$ cat config.mk
export PLATFORM = sky130hd
export DESIGN_NAME = div_unit_flat
export DESIGN_NICKNAME = d
export VERILOG_FILES = /design/src/rtl/div_unit_pkg.sv /design/src/rtl/div_unit_if.sv /design/src/rtl/div_unit.sv /design/src/flat_wrapper.sv
export SDC_FILE = /design/constraint.sdc
export NUM_CORES = 1
export LEC_CHECK = 0
export CELL_PAD_IN_SITES_DETAIL_PLACEMENT = 2
export CELL_PAD_IN_SITES_GLOBAL_PLACEMENT = 2
export CORE_MARGIN = 10
export CORE_UTILIZATION = 30
export DETAILED_ROUTE_END_ITERATION = 8
export PLACE_DENSITY = 0.8
export SYNTH_ARGS = -nofsm -noshare
export SYNTH_HDL_FRONTEND = slang
export SYNTH_SLANG_ARGS = --single-unit
export TNS_END_PERCENT = 1
$ cat constraint.sdc
create_clock -name clk -period 2.9 [get_ports clk]
set_input_delay 0.29 -clock clk [delete_from_list [all_inputs] [get_ports clk]]
set_output_delay 0.29 -clock clk [all_outputs]
set_load 0.05 [all_outputs]
$ cat src/rtl/div_unit_pkg.sv
// Shared constants and state type for the multi-cycle EX-stage divider.
package div_unit_pkg;

  localparam int unsigned DataW = 32;

  localparam logic RstEnable         = 1'b1;
  localparam logic DivResultReady    = 1'b1;
  localparam logic DivResultNotReady = 1'b0;
  localparam logic DivStart          = 1'b1;
  localparam logic DivStop           = 1'b0;

  typedef enum logic [1:0] {
    DivFree   = 2'b00,
    DivByZero = 2'b01,
    DivOn     = 2'b10,
    DivEnd    = 2'b11
  } div_state_e;

endpackage

$ cat src/rtl/div_unit_if.sv
// EX <-> divider handshake: operands and request in, {remainder, quotient} and ready out.
interface div_unit_if #(
  parameter int unsigned DATA_W = 32
);
  logic                  signed_div_i;
  logic [DATA_W-1:0]     opdata1_i;
  logic [DATA_W-1:0]     opdata2_i;
  logic                  start_i;
  logic                  annul_i;
  logic [2*DATA_W-1:0]   result_o;
  logic                  ready_o;

  modport master (
    output signed_div_i, opdata1_i, opdata2_i, start_i, annul_i,
    input  result_o, ready_o
  );

  modport slave (
    input  signed_div_i, opdata1_i, opdata2_i, start_i, annul_i,
    output result_o, ready_o
  );
endinterface

$ cat src/rtl/div_unit.sv
// Restoring 32-bit divider for MIPS DIV/DIVU: one quotient bit per clock,
// result_o = {remainder, quotient}, held with ready_o until EX drops start_i.
module div_unit
  import div_unit_pkg::*;
#(
  parameter int unsigned DATA_W = DataW,
  parameter int unsigned CNT_W  = 6
) (
  input logic       clk,
  input logic       rst,
  div_unit_if.slave div_if
);

  div_state_e            state_q,  state_d;
  logic [CNT_W-1:0]      cnt_q,    cnt_d;
  logic [DATA_W-1:0]     rem_q,    rem_d;
  logic [DATA_W-1:0]     quo_q,    quo_d;
  logic [DATA_W-1:0]     dvs_q,    dvs_d;
  logic                  neg1_q,   neg1_d;
  logic                  neg2_q,   neg2_d;
  logic [2*DATA_W-1:0]   result_q, result_d;
  logic                  ready_q,  ready_d;

  logic [DATA_W-1:0]     op1_abs, op2_abs;
  logic [DATA_W:0]       trial, diff;
  logic [DATA_W-1:0]     quo_fix, rem_fix;

  // Datapath helpers: operand magnitudes, one restoring trial, final sign fix.
  // quo_q doubles as the dividend shift register: its msb feeds the trial and
  // the new quotient bit enters at the bottom. Sign flags are only set for DIV,
  // so DIVU never negates.
  always_comb begin
    op1_abs = (div_if.signed_div_i && div_if.opdata1_i[DATA_W-1]) ? -div_if.opdata1_i
                                                                  : div_if.opdata1_i;
    op2_abs = (div_if.signed_div_i && div_if.opdata2_i[DATA_W-1]) ? -div_if.opdata2_i
                                                                  : div_if.opdata2_i;
    trial   = {rem_q, quo_q[DATA_W-1]};
    diff    = trial - {1'b0, dvs_q};
    quo_fix = (neg1_q ^ neg2_q) ? -quo_q : quo_q;
    rem_fix = neg1_q ? -rem_q : rem_q;
  end

  // Next-state and registered-output logic for the IDLE/BYZERO/ON/END sequence.
  always_comb begin
    state_d  = state_q;
    cnt_d    = cnt_q;
    rem_d    = rem_q;
    quo_d    = quo_q;
    dvs_d    = dvs_q;
    neg1_d   = neg1_q;
    neg2_d   = neg2_q;
    result_d = result_q;
    ready_d  = ready_q;

    unique case (state_q)
      DivFree: begin
        result_d = '0;
        ready_d  = DivResultNotReady;
        if (div_if.start_i == DivStart && !div_if.annul_i) begin
          if (div_if.opdata2_i == '0) begin
            state_d = DivByZero;
          end else begin
            state_d = DivOn;
            quo_d   = op1_abs;
            dvs_d   = op2_abs;
            neg1_d  = div_if.signed_div_i & div_if.opdata1_i[DATA_W-1];
            neg2_d  = div_if.signed_div_i & div_if.opdata2_i[DATA_W-1];
            cnt_d   = '0;
            rem_d   = '0;
          end
        end
      end

      DivByZero: begin
        state_d  = DivEnd;
        result_d = '0;
        ready_d  = DivResultReady;
      end

      DivOn: begin
        if (div_if.annul_i) begin
          state_d  = DivFree;
          result_d = '0;
          ready_d  = DivResultNotReady;
        end else if (cnt_q != CNT_W'(DATA_W)) begin
          // trial < 2*divisor, so whichever value is kept fits in DATA_W bits
          if (!diff[DATA_W]) begin
            rem_d = diff[DATA_W-1:0];
            quo_d = {quo_q[DATA_W-2:0], 1'b1};
          end else begin
            rem_d = trial[DATA_W-1:0];
            quo_d = {quo_q[DATA_W-2:0], 1'b0};
          end
          cnt_d = cnt_q + 1'b1;
        end else begin
          state_d  = DivEnd;
          result_d = {rem_fix, quo_fix};
          ready_d  = DivResultReady;
        end
      end

      DivEnd: begin
        if (div_if.start_i == DivStop || div_if.annul_i) begin
          state_d  = DivFree;
          result_d = '0;
          ready_d  = DivResultNotReady;
        end
      end

      default: begin
        state_d  = DivFree;
        result_d = '0;
        ready_d  = DivResultNotReady;
      end
    endcase
  end

  // State register with synchronous reset taking priority in every state.
  always_ff @(posedge clk) begin
    if (rst == RstEnable) begin
      state_q  <= DivFree;
      cnt_q    <= '0;
      rem_q    <= '0;
      quo_q    <= '0;
      dvs_q    <= '0;
      neg1_q   <= 1'b0;
      neg2_q   <= 1'b0;
      result_q <= '0;
      ready_q  <= DivResultNotReady;
    end else begin
      state_q  <= state_d;
      cnt_q    <= cnt_d;
      rem_q    <= rem_d;
      quo_q    <= quo_d;
      dvs_q    <= dvs_d;
      neg1_q   <= neg1_d;
      neg2_q   <= neg2_d;
      result_q <= result_d;
      ready_q  <= ready_d;
    end
  end

  assign div_if.result_o = result_q;
  assign div_if.ready_o  = ready_q;

endmodule

$ cat src/flat_wrapper.sv
// flat-port wrapper written by rule: the top's interface ports become plain ports
module div_unit_flat import div_unit_pkg::*;
#(
  parameter int unsigned DATA_W = DataW,
  parameter int unsigned CNT_W  = 6
)
  (clk, rst, div_if_signed_div_i, div_if_opdata1_i, div_if_opdata2_i, div_if_start_i, div_if_annul_i, div_if_result_o, div_if_ready_o);
  div_unit_if #(.DATA_W(DATA_W)) div_if_i ();
  input logic clk;
  input logic rst;
  input wire logic [$bits(div_if_i.signed_div_i)-1:0] div_if_signed_div_i;
  input wire logic [$bits(div_if_i.opdata1_i)-1:0] div_if_opdata1_i;
  input wire logic [$bits(div_if_i.opdata2_i)-1:0] div_if_opdata2_i;
  input wire logic [$bits(div_if_i.start_i)-1:0] div_if_start_i;
  input wire logic [$bits(div_if_i.annul_i)-1:0] div_if_annul_i;
  output wire logic [$bits(div_if_i.result_o)-1:0] div_if_result_o;
  output wire logic [$bits(div_if_i.ready_o)-1:0] div_if_ready_o;
  assign div_if_i.signed_div_i = div_if_signed_div_i;
  assign div_if_i.opdata1_i = div_if_opdata1_i;
  assign div_if_i.opdata2_i = div_if_opdata2_i;
  assign div_if_i.start_i = div_if_start_i;
  assign div_if_i.annul_i = div_if_annul_i;
  assign div_if_result_o = div_if_i.result_o;
  assign div_if_ready_o = div_if_i.ready_o;
  div_unit #(.DATA_W(DATA_W), .CNT_W(CNT_W)) u_core (.clk(clk), .rst(rst), .div_if(div_if_i));
endmodule
======== Yosys cells after proc, flatten, opt, wreduce, memory -nomap -nowiden ========
Index checks and enable logic that the tools add are counted.
operators by class
  reductions and logical operators ........ 13
  add/subtract/negate cells ............... 6
  equality and inequality tests ........... 10
  bitwise gates (word level) .............. 5
  muxes and demuxes ....................... 35
operator list
  kind                                                                    number
  32-bit two-way mux                                                      13
  64-bit two-way mux                                                      3
  64-bit case mux with 3 select lines                                     1
  32-bit negation                                                         4
  32-bit case mux with 2 select lines                                     2
  33-bit by 32-bit subtractor with 33-bit output                          1
  32-bit logical NOT                                                      1
  6-bit two-way mux                                                       4
  6-bit case mux with 2 select lines                                      1
  2-bit two-way mux                                                       5
  2-bit case mux with 4 select lines                                      1
  6-bit by 1-bit adder with 6-bit output (second input constant)          1
  2-bit by 1-bit != test with 1-bit output (second input constant)        3
  6-bit != test (second input constant)                                   1
  3-bit AND reduction                                                     2
  5-bit AND reduction                                                     1
  2-bit equality test (second input constant)                             2
  1-bit two-way mux                                                       4
  2-bit != test (second input constant)                                   2
  1-bit case mux with 4 select lines                                      1
  1-bit logical AND                                                       3
  3-bit != test (second input constant)                                   1
  1-bit bitwise AND                                                       2
  2-bit by 1-bit equality test with 1-bit output (second input constant)  1
  8 further kinds                                                         9
storage, ports and cells
  word-level logic and storage cells ...... 78
  output and inout bits ................... 65
  bits in registers ....................... 171
  input port bits ......................... 69

======== Depth between registers and ports, before layout ========
  depth after elaboration ................. 5
  mapped depth ............................ 13
  mapped depth without buffers ............ 12

======== Least setup slack after synthesis ========
Ideal clock, no wire load.
  path type ............................... register -> register
  from .................................... register u_core.quo_q[31]
  to ...................................... register u_core.rem_q[1]
  cell stages (with the launch flop) ...... 13
  data required time ...................... 2.783 ns
  slack ................................... -0.113 ns
  period minus slack after synthesis ...... 3.013 ns
  data arrival time ....................... 2.896 ns
  path buffers ............................ 1
  library setup time ...................... 0.117 ns
  cell sequence ........................... dfxtp_1 > inv_1 > ha_1 > fa_1 > nand2b_1 > a21oi_1 > o21ai_0 > a31oi_1 > a31oi_1 > xor2_1 > clkbuf_1 > nand2_1 > a32o_1
on the way
  cells in the longest elaborated chain, start to end .. 5
ends and longest elaborated chain
  item                                            RTL line         source
  start: declaration                              div_unit.sv:17   logic [DATA_W-1:0] quo_q, quo_d;
  start signal: assignment                        div_unit.sv:134  quo_q <= quo_d;
  33-bit by 32-bit subtractor with 33-bit output  div_unit.sv:38   diff = trial - {1'b0, dvs_q};
  32-bit two-way mux                              div_unit.sv:87   if (!diff[DATA_W]) begin
  32-bit two-way mux                              div_unit.sv:85   end else if (cnt_q != CNT_W'(DATA_W)) begin
  32-bit two-way mux                              div_unit.sv:81   if (div_if.annul_i) begin
  32-bit case mux with 2 select lines             div_unit.sv:55   unique case (state_q)
  end signal: assignment                          div_unit.sv:133  rem_q <= rem_d;
  end: declaration                                div_unit.sv:16   logic [DATA_W-1:0] rem_q, rem_d;
No other way between the ends. The select of a mux whose other input is x is not followed.
A chain may end at the register's enable or synchronous reset.

======== Final worst setup path ========
  from .................................... register u_core.rem_q[25]
  to ...................................... register u_core.rem_q[31]
on the way
  cells in the longest elaborated chain, start to end .. 5
ends and longest elaborated chain
  item                                            RTL line
  33-bit by 32-bit subtractor with 33-bit output  div_unit.sv:38
  32-bit two-way mux                              div_unit.sv:87
  32-bit two-way mux                              div_unit.sv:85
  32-bit two-way mux                              div_unit.sv:81
  32-bit case mux with 2 select lines             div_unit.sv:55
No other way between the ends. The select of a mux whose other input is x is not followed.

==> metrics.csv <==
metric;value;unit
Syn Nets;1530;
Yosys top cell by area;dfxtp_1;
Final Hold Fails;0;
Worst EP required;3220;ps
DR vias/cell;5.73;
Setup WS pre-CTS;-398;ps
max-cap viol count;0;
Unique masters post-synth;63;
crit end category;flop;
clock root cell;clkbuf_16;
die span in y;209;um
Synth Warn #;0;
final worst-path cycle share;114;%
Power Density;449;nW/um^2
Max Clk Rate;301;MHz
core area;35500;um^2
CP cell instances;ha_4 -> and3_4 -> a221oi_2 -> a21oi_1 -> a211o_1 -> a31oi_1 -> buf_4 -> xor2_4 -> buf_12 -> buf_12 -> and2_1 -> a31oi_1 -> o221ai_1;
kind of start point of the critical path;flop;
async set-reset flop share out of synthesis;0;%
Crit Path Category;reg2reg;
Worst EP arrival;3640;ps
placed wire-length estimate;36100;um
post-route cell area;15000;um^2
Post-Syn Area;10800;um^2
Hold Crit Class;in2reg;
PnR worst setup slack;-419;ps
top cells by area in the synthesized netlist;dfxtp_1 (32%), xnor2_1 (6.8%), nand2_1 (6.2%);
Layout area overhead;39.1;%
first-pass GRT wire length;78500;um
TritonCTS clock tree;built;
Leak Pwr;0.00597;uW
relative slew slack;54.8;%
Routed WL;57100;um
Seq cells post-synth;171;
failing checks;setup timing;
internal power;4300;uW
Tmin final;3320;ps
Clock Skews;32.9;ps
Comb power frac;24.3;%
hold_ws;306;ps
Fillers;3972;
post-synthesis sequential area ratio;31.8;%
CTS hold repair buffers;0;
Crit Path Max Fanout;6;
CP max stage delay;500;ps
clock latency on the worst-skew pair;490;ps
Top-Level Pins;134;
synth cell count leaders;nand2_1 (179), dfxtp_1 (171), nor2_1 (165);
detailed-route wire length per cell;26.6;um
Finish-stage setup viols;35;
outcome;finished, violations left;
number of enable flip-flop cells after synthesis;0;
H-Tree Depth;4;
main flop type after synthesis;dfxtp_1;
die width;209;um
Avg Cell Area, Syn;7.58;um^2
RSZ-0062 raised after global routing;true;
Reg clk slew, reported paths;110;ps
clk sinks;171;
gr usage total;22.4;%
Placed Area;13700;um^2
Seq pwr share;37.6;%
CP max stage cell;dfxtp_1;
drt first pass iters;6;
GPL Wtd Cong;0.874;
initial antenna violation count;2;
post-route ant nets;0;
Max Slew Vio Count;0;
Finished Layout Cells;2150;
DRC;0;
die area;43800;um^2
switching pwr;2410;uW
Post-Syn Instances;1418;
PortBufs;133;
layout cells sized above 1;18.4;%
count leader, synth;nand2_1;
switching share of power;35.9;%
Max clock buf depth;2;
cts bufs inserted;17;
IR drop worst, VDD;0.430;mV
vias;12300;
Clock Power Share;38.1;%
Antenna diodes;0;
worst-margin pin slew;675;ps
DRT iter0 DRCs;890;
total grt overflow;0;
NumNets Final;1788;
Initial Util;30.3;%
placed cells;2104;
Placement Rows;69;
vias in the first global route;13100;
largest net degree at the start of global routing;67;
share of the synthesized area in the top cell type;31.8;%
==> per-layer routing <==
layer  part of all wire [%]  global-route usage (%)
met5                  0.025                       0
met4                    4.6                    8.31
met3                    3.8                    3.15
met2                     50                    39.5
met1                     42                    27.0
==> through the flow <==
step           util [%]  power, uW  setup TNS (ps)
2_1_floorplan         -       3300           -50.6
3_3_place_gp       38.7       3870           -7430
3_5_place_dp       38.7       3940          -19520
4_1_cts            40.8       6490           -20.5
5_1_grt            42.2       6930           -8890
6_report           42.2       6710           -6060
==> kinds of logic after synthesis <==
| family | share of synthesized area, % |
|---|---|
| DFF | 31.8 |
| muxes | 0.745 |
| adders and majority gates | 5.07 |
| xor gates and xnor gates | 11.7 |
| buffers and inverters | 5.03 |
| and+or+nand+nor | 20.4 |
| AOI/OAI and AO/OA | 25.2 |
==> what timing repair did <==
| item | 4_1_cts | 5_1_grt |
|---|---|---|
| cloned | 1 | 2 |
| endpoints found under the setup margin | 36 | 47 |
| gates resized for setup | 24 | 85 |
| pin swaps | 7 | 24 |
| setup buffers | 2 | 9 |
==> sequential cells by signal, indices dropped and copies added, names as in the netlist <==
name,flops
u_core.div_if.ready_o,1
u_core.div_if.result_o,64
u_core.neg2_q,1
u_core.quo_q,32
u_core.neg1_q,1
u_core.rem_q,32
u_core.state_q,2
u_core.dvs_q,32
u_core.cnt_q,6
==> critical path: cells and delay by family, from the launching register on <==
kind / cells / cell delay [ps]
XOR/XNOR: 1 / 100
flip-flops: 1 / 500
adder cells (fa/ha/maj): 1 / 270
buffers and inverters: 3 / 520
AO/OA/AOI/OAI: 6 / 1410
AND/OR/NAND/NOR: 2 / 350
==> final cells by class <==
cell class / count / area (um^2) / share of cell area, %
Sequential cell: 171 / 3450 / 23.0
Tap cell: 461 / 577 / 3.86
Clock inverter: 15 / 180 / 1.20
Inverter: 59 / 226 / 1.51
Clock buffer: 17 / 425 / 2.84
Timing Repair Buffer: 315 / 2890 / 19.3
Multi-Input combinational cell: 1112 / 7210 / 48.2
==> path summary, 6_finish.rpt <==
kind	start	endpoint	slack (ps)	cells after the start
max	u_core.rem_q[25]	u_core.rem_q[31]	-420	13
min	rst	u_core.div_if.result_o[46]	310	2
max reg2reg	u_core.rem_q[25]	u_core.rem_q[31]	-420	13
min reg2reg	u_core.div_if.result_o[34]	u_core.div_if.result_o[34]	460	2
==> power groups by stage <==
stage	combinational, uW	sequential [uW]	clock, uW
after detailed placement	1380	2560	0
after global routing	1730	2530	2670
after CTS	1460	2510	2520
final	1630	2520	2560
after global placement	1320	2550	0
after floorplan	760	2540	0
==> layout by cell type (no fill, tap or decap), drive strengths merged, types with 4 or more instances in the layout <==
cell / n
and2: 7
buf: 181
nand2b: 11
a22oi: 40
clkdlybuf4s50: 132
o211ai: 5
mux2i: 8
nor3: 29
or4: 8
a21oi: 119
inv: 65
a22o: 16
clkinvlp: 4
a32o: 4
clkinv: 4
a31oi: 21
o21a: 4
or3: 15
nor2b: 6
o21bai: 6
a211oi: 38
clkbuf: 19
nand3: 20
o41ai: 9
nand3b: 6
nand2: 179
ha: 42
xnor2: 84
o31ai: 14
a21o: 15
a32oi: 12
o21ai: 109
xor2: 60
nand4: 9
nor2: 165
nor4: 14
and3: 7
dfxtp: 171
Power figures use the tool's default switching activity.
